**src/rtl/voice_pkg.sv**
```systemverilog
// Shared constants and state encoding for the note sequencer and the voice/display logic.
package voice_pkg;

  localparam int unsigned NOTE_W = 6;
  localparam logic [NOTE_W-1:0] REST_NOTE = 6'd63;

  localparam int unsigned DEF_CNT_W   = 24;
  localparam int unsigned DEF_TICKS_0 = 12_500_000;
  localparam int unsigned DEF_TICKS_1 = 6_250_000;
  localparam int unsigned DEF_TICKS_2 = 3_125_000;
  localparam int unsigned DEF_TICKS_3 = 1_562_500;

  typedef enum logic [1:0] {
    IDLE   = 2'd0,
    PLAY   = 2'd1,
    PAUSED = 2'd2
  } seq_state_e;

endpackage

```
**src/rtl/note_sequencer_if.sv**
```systemverilog
// Control/status bundle between the board control logic and the note sequencer.
interface note_sequencer_if;
  import voice_pkg::*;

  logic              start;
  logic              stop;
  logic              pause;
  logic              loop_en;
  logic [NOTE_W-1:0] song_len;
  logic [1:0]        tempo_sel;
  logic [NOTE_W-1:0] note;
  logic              playing;
  logic              beat_tick;
  logic              song_done;

  modport master (
    output start, stop, pause, loop_en, song_len, tempo_sel,
    input  note, playing, beat_tick, song_done
  );

  modport slave (
    input  start, stop, pause, loop_en, song_len, tempo_sel,
    output note, playing, beat_tick, song_done
  );
endinterface

```
**src/rtl/note_sequencer_beat_timer.sv**
```systemverilog
// Beat counter: counts enabled cycles and flags the last cycle of each beat period.
module beat_timer #(
    parameter int unsigned CNT_W = 24
) (
    input  logic           clk,
    input  logic           rst,
    input  logic           clear,
    input  logic           enable,
    input  logic [CNT_W:0] period,
    output logic           wrap
);
    localparam int unsigned PER_W = CNT_W + 1;

    logic [CNT_W-1:0] cnt_q, cnt_d;

    always_comb begin
        wrap  = enable && !clear && ({1'b0, cnt_q} == period - PER_W'(1));
        cnt_d = cnt_q;
        if (clear || wrap)
            cnt_d = '0;
        else if (enable)
            cnt_d = cnt_q + CNT_W'(1);
    end

    always_ff @(posedge clk) begin
        if (rst) cnt_q <= '0;
        else     cnt_q <= cnt_d;
    end
endmodule

```
**src/rtl/note_sequencer.sv**
```systemverilog
// Tempo-driven note sequencer: steps the shared note index through a song with
// start/stop/pause/loop control and emits beat and end-of-song pulses.
module note_sequencer
    import voice_pkg::*;
#(
    parameter int unsigned TICKS_0 = DEF_TICKS_0,
    parameter int unsigned TICKS_1 = DEF_TICKS_1,
    parameter int unsigned TICKS_2 = DEF_TICKS_2,
    parameter int unsigned TICKS_3 = DEF_TICKS_3,
    parameter int unsigned CNT_W   = DEF_CNT_W
) (
    input logic                CLOCK_50,
    input logic                reset,
    note_sequencer_if.slave    bus
);
    localparam int unsigned PER_W = CNT_W + 1;

    seq_state_e        state_q, state_d;
    logic [NOTE_W-1:0] index_q, index_d;
    logic [PER_W-1:0]  period_q, period_d;
    logic [NOTE_W-1:0] note_q, note_d;
    logic              playing_q, playing_d;
    logic              beat_tick_q, beat_tick_d;
    logic              song_done_q, song_done_d;

    logic timer_clear, timer_enable, wrap;

    // The cycle that enters pause is not counted, but the cycle that leaves it is,
    // so every note still spends exactly `period` counted cycles on the outputs.
    assign timer_clear  = bus.stop || bus.start || (state_q == IDLE);
    assign timer_enable = (state_q != IDLE) && !bus.pause;

    beat_timer #(.CNT_W(CNT_W)) u_beat_timer (
        .clk    (CLOCK_50),
        .rst    (reset),
        .clear  (timer_clear),
        .enable (timer_enable),
        .period (period_q),
        .wrap   (wrap)
    );

    always_comb begin
        state_d     = state_q;
        index_d     = index_q;
        period_d    = period_q;
        beat_tick_d = 1'b0;
        song_done_d = 1'b0;

        if (bus.stop) begin
            state_d = IDLE;
            index_d = '0;
        end else if (bus.start) begin
            state_d = PLAY;
            index_d = '0;
            case (bus.tempo_sel)
                2'd0:    period_d = PER_W'(TICKS_0);
                2'd1:    period_d = PER_W'(TICKS_1);
                2'd2:    period_d = PER_W'(TICKS_2);
                default: period_d = PER_W'(TICKS_3);
            endcase
        end else if (state_q != IDLE) begin
            if (bus.pause) begin
                state_d = PAUSED;
            end else begin
                state_d = PLAY;
                if (wrap) begin
                    beat_tick_d = 1'b1;
                    if (index_q < bus.song_len) begin
                        index_d = index_q + NOTE_W'(1);
                    end else if (bus.loop_en) begin
                        index_d = '0;
                    end else begin
                        state_d     = IDLE;
                        index_d     = '0;
                        song_done_d = 1'b1;
                    end
                end
            end
        end

        note_d    = (state_d == PLAY) ? index_d : REST_NOTE;
        playing_d = (state_d != IDLE);
    end

    always_ff @(posedge CLOCK_50) begin
        if (reset) begin
            state_q     <= IDLE;
            index_q     <= '0;
            period_q    <= PER_W'(TICKS_0);
            note_q      <= REST_NOTE;
            playing_q   <= 1'b0;
            beat_tick_q <= 1'b0;
            song_done_q <= 1'b0;
        end else begin
            state_q     <= state_d;
            index_q     <= index_d;
            period_q    <= period_d;
            note_q      <= note_d;
            playing_q   <= playing_d;
            beat_tick_q <= beat_tick_d;
            song_done_q <= song_done_d;
        end
    end

    assign bus.note      = note_q;
    assign bus.playing   = playing_q;
    assign bus.beat_tick = beat_tick_q;
    assign bus.song_done = song_done_q;
endmodule

```
**src/flat_wrapper.sv**
```systemverilog
// flat-port wrapper written by rule: the top's interface ports become plain ports
module note_sequencer_flat import voice_pkg::*;
#(
    parameter int unsigned TICKS_0 = DEF_TICKS_0,
    parameter int unsigned TICKS_1 = DEF_TICKS_1,
    parameter int unsigned TICKS_2 = DEF_TICKS_2,
    parameter int unsigned TICKS_3 = DEF_TICKS_3,
    parameter int unsigned CNT_W   = DEF_CNT_W
)
  (CLOCK_50, reset, bus_start, bus_stop, bus_pause, bus_loop_en, bus_song_len, bus_tempo_sel, bus_note, bus_playing, bus_beat_tick, bus_song_done);
  note_sequencer_if bus_i ();
  input logic CLOCK_50;
  input logic reset;
  input wire logic [$bits(bus_i.start)-1:0] bus_start;
  input wire logic [$bits(bus_i.stop)-1:0] bus_stop;
  input wire logic [$bits(bus_i.pause)-1:0] bus_pause;
  input wire logic [$bits(bus_i.loop_en)-1:0] bus_loop_en;
  input wire logic [$bits(bus_i.song_len)-1:0] bus_song_len;
  input wire logic [$bits(bus_i.tempo_sel)-1:0] bus_tempo_sel;
  output wire logic [$bits(bus_i.note)-1:0] bus_note;
  output wire logic [$bits(bus_i.playing)-1:0] bus_playing;
  output wire logic [$bits(bus_i.beat_tick)-1:0] bus_beat_tick;
  output wire logic [$bits(bus_i.song_done)-1:0] bus_song_done;
  assign bus_i.start = bus_start;
  assign bus_i.stop = bus_stop;
  assign bus_i.pause = bus_pause;
  assign bus_i.loop_en = bus_loop_en;
  assign bus_i.song_len = bus_song_len;
  assign bus_i.tempo_sel = bus_tempo_sel;
  assign bus_note = bus_i.note;
  assign bus_playing = bus_i.playing;
  assign bus_beat_tick = bus_i.beat_tick;
  assign bus_song_done = bus_i.song_done;
  note_sequencer #(.TICKS_0(TICKS_0), .TICKS_1(TICKS_1), .TICKS_2(TICKS_2), .TICKS_3(TICKS_3), .CNT_W(CNT_W)) u_core (.CLOCK_50(CLOCK_50), .reset(reset), .bus(bus_i));
endmodule
```
**config.mk**
```make
export PLATFORM = sky130hd
export DESIGN_NAME = note_sequencer_flat
export DESIGN_NICKNAME = d
export VERILOG_FILES = /design/src/rtl/voice_pkg.sv /design/src/rtl/note_sequencer_if.sv /design/src/rtl/note_sequencer_beat_timer.sv /design/src/rtl/note_sequencer.sv /design/src/flat_wrapper.sv
export SDC_FILE = /design/constraint.sdc
export NUM_CORES = 1
export LEC_CHECK = 0
export BUFFER_PORTS_ARGS = -buffer_cell sky130_fd_sc_hd__buf_2
export CORE_MARGIN = 2
export CORE_UTILIZATION = 55
export CTS_CLUSTER_SIZE = 30
export DETAILED_ROUTE_END_ITERATION = 8
export PLACE_DENSITY = 0.75
export SYNTH_ARGS = -nofsm -noshare
export SYNTH_HDL_FRONTEND = slang
export SYNTH_SLANG_ARGS = --single-unit
export TNS_END_PERCENT = 10
```
**constraint.sdc**
```tcl
create_clock -name CLOCK_50 -period 3.9 [get_ports CLOCK_50]
set_input_delay 0.39 -clock CLOCK_50 [delete_from_list [all_inputs] [get_ports CLOCK_50]]
set_output_delay 0.39 -clock CLOCK_50 [all_outputs]
set_load 0.02 [all_outputs]
```
==> flow_summary.yaml <==
sta:
  worst_pin_slew_ns: 0.8037
  clock_skew_ns: 0.004543
  slew_violations: 0
  max_freq_ghz: 0.3211
  period_share_pct: 79.86
  period_needed_ns: 3.114
  slew_headroom_pct: 46.29
  setup_tns_ns: 0
  holdWs_ns: 0.2785
  setup_viol_count_final: 0
  rsz0062_at_grt: "false"
  hold_viol_final: 0
die:
  die_h_um: 72.79
  die_w_um: 72.79
  io_pins: 23
  core-area_um2: 4629
  rows: 25
  dieArea_um2: 5298
  initial_core_util_pct: 56.22
clock_network:
  clock_latency_ns: 0.31
  path_clk_slew_ns: 0.09
  clk_path_buf_depth: 2
  ctsResizeCount: 0
  cts_root_buffer: "clkbuf_8"
  cts_max_level: 2
  postCtsSetupRepairBufs: 0
  cts_made_buffers: 5
  cts_hold_buf: 0
  clock-sinks: 52
  cts_tree: "built"
worst_setup_path:
  slowest_stage: "nand2_1"
  crit_type: "flop to flop"
  worstPathRequired_ns: 4.07
  cp_max_fo: 24
  ff2ff_setup_slack_ns: 0.79
  endpoint_kind: "flop"
  crit_path_max_incr_delay_ns: 0.74
  start_kind: "flop"
  crit_chain: "inv_1, ha_1, o21ba_1, a221o_1, a2111oi_4, nand4_2, nand2_1, nor2_1"
  cp.arrival_ns: 3.28
min_path:
  hold_path_class: "input pin to flop"
yosys:
  synth_top_area_share_pct: 40.00
  yosys.cell_types.count: 50
  syn_area_per_cell_um2: 8.450
  yosys.area.top_type: "dfxtp_1"
  synthFlopType: "dfxtp_1"
  syn_nets: 330
  synth_area_leaders: "dfxtp_1 40%, nor2_1 6.8%, xor2_1 6.1%"
  synth_top_cells_by_count: "52 x dfxtp_1, 47 x nor2_1, 28 x nand2_1"
  syn_area_um2: 2602
  syn_inst: 308
  ys_warn_count: 0
  yosysMostFrequentCell: "dfxtp_1"
  ys_seq_elements: 52
  synthArstFlopShare_pct: 0
  synth_edf_count: 0
  ys_seq_area_share_pct: 40.00
final_layout:
  drive_gt1_share_pct: 12.31
  fin_area_um2: 2829
  syn2layout_area_growth_pct: 8.702
  n_antenna_cell: 0
  final_nets: 346
status:
  status: "completed"
power_and_ir_drop:
  ir_worst_vdd_mv: 0.1815
  leakage_uw: 0.001047
  power_density_nw_per_um2: 353.4
grt:
  grt_util_met2_pct: 33.84
  grt_pass1_vias: 1846
  grt_overflow: 0
  use_met1_pct: 27.23
  grt_max_degree: 25
  busiest_layer: "met2"
  grt_usage_pct: 20.65
  antenna_found_initial: 0
  grt_pass1_wl_um: 8535
  grtUsageMet3_pct: 4.420
detailed_routing:
  wl_per_cell_um: 13.97
  vias: 2110
  via_per_inst: 5.567
  initialDrtViolationCount: 106
  drc: 0
  drt_wl_total_um: 5293
  postRouteAntennaNets: 0
  dr.pass1.iters: 4
flow_run:
  drv_cap: 0
placement:
  gp_congestion: 0.8698
  placed_area_um2: 2708
  dp_hpwl_um: 3857
  port_buffers: 22
-- cells in the final DEF (no fill, tap or decap), types with 3 or more instances in the layout --
cell	count
nor4_1	3
a31oi_1	3
clkbuf_8	6
buf_2	22
a21oi_1	11
nand2_1	28
nand3_1	19
nand2b_1	5
inv_1	12
xnor2_1	17
ha_1	8
o21ai_0	5
nand4_1	11
and3_1	5
nor2_1	47
xor2_1	18
dfxtp_1	52
nor2b_1	3
nor3_1	10
-- routing by layer --
| layer | vias up | share of wire, % |
|---|---|---|
| li1 | 1090 | - |
| met1 | 988 | 48 |
| met2 | 26 | 48 |
| met3 | 6 | 3.0 |
| met4 | 0 | 1.0 |
| met5 | - | 0 |
-- cell families after synthesis --
kind of cell | share of synthesized area, %
AOI/OAI and AO/OA | 11.11
xor gates and xnor gates | 11.78
adders and majority gates | 3.846
buffers and inverters | 4.519
DFF | 40.00
muxes | 0.7693
and+or+nand+nor | 27.98
-- worst max-delay path, delay by kind of cell, from the launching register on --
kind            cells  cell delay [ns]
flops               1             0.45
buf+inv             1             0.09
simple gates        3             1.22
fa+ha+maj           1             0.27
compound gates      3             0.95
-- area by class of cell --
class	count	area, µm²
Clock buffer	6	82.58
Clock inverter	2	38.79
Fill cell	404	1800
Inverter	12	45.04
Multi-Input combinational cell	231	1444
Sequential cell	52	1041
Tap cell	54	67.56
Timing Repair Buffer	22	110.1
-- per-stage QoR --
step | util (%) | setup slack [ns] | total power, µW | std cells
after detailed placement | 58.49 | 0.8411 | 622.0 | 371
after global routing | 61.11 | 0.5387 | 1038 | 379
final | 61.11 | 0.7855 | 999.7 | 379
after floorplan | - | 1.400 | 601.1 | 308
after CTS | 61.11 | 0.8170 | 1004 | 379
after global placement | 58.49 | 0.9380 | 620.8 | 371
-- final timing paths --
kind / from / endpoint / depth (start not counted)
hold reg to reg: u_core.period_q[14]$_SDFFE_PP0P_ / u_core.period_q[14]$_SDFFE_PP0P_ / 2
setup reg to reg: u_core.period_q[7]$_SDFFE_PP0P_ / u_core.u_beat_timer.cnt_q[10]$_SDFFE_PP0P_ / 8
setup / recovery: u_core.period_q[7]$_SDFFE_PP0P_ / u_core.u_beat_timer.cnt_q[10]$_SDFFE_PP0P_ / 8
hold / removal: bus_loop_en / u_core.bus.song_done$_SDFF_PP0_ / 2
-- report_power, final --
group	switching [µW]	internal (µW)
clock	180	210
sequential	9.08	539
combinational	35.9	25.9
-- sequential cells by signal, indices dropped and copies added, names as in the netlist --
register                   count
u_core.bus.beat_tick           1
u_core.bus.note                6
u_core.bus.playing             1
u_core.bus.song_done           1
u_core.index_q                 6
u_core.period_q               11
u_core.state_q                 2
u_core.u_beat_timer.cnt_q     24
Power figures use the tool's default switching activity.
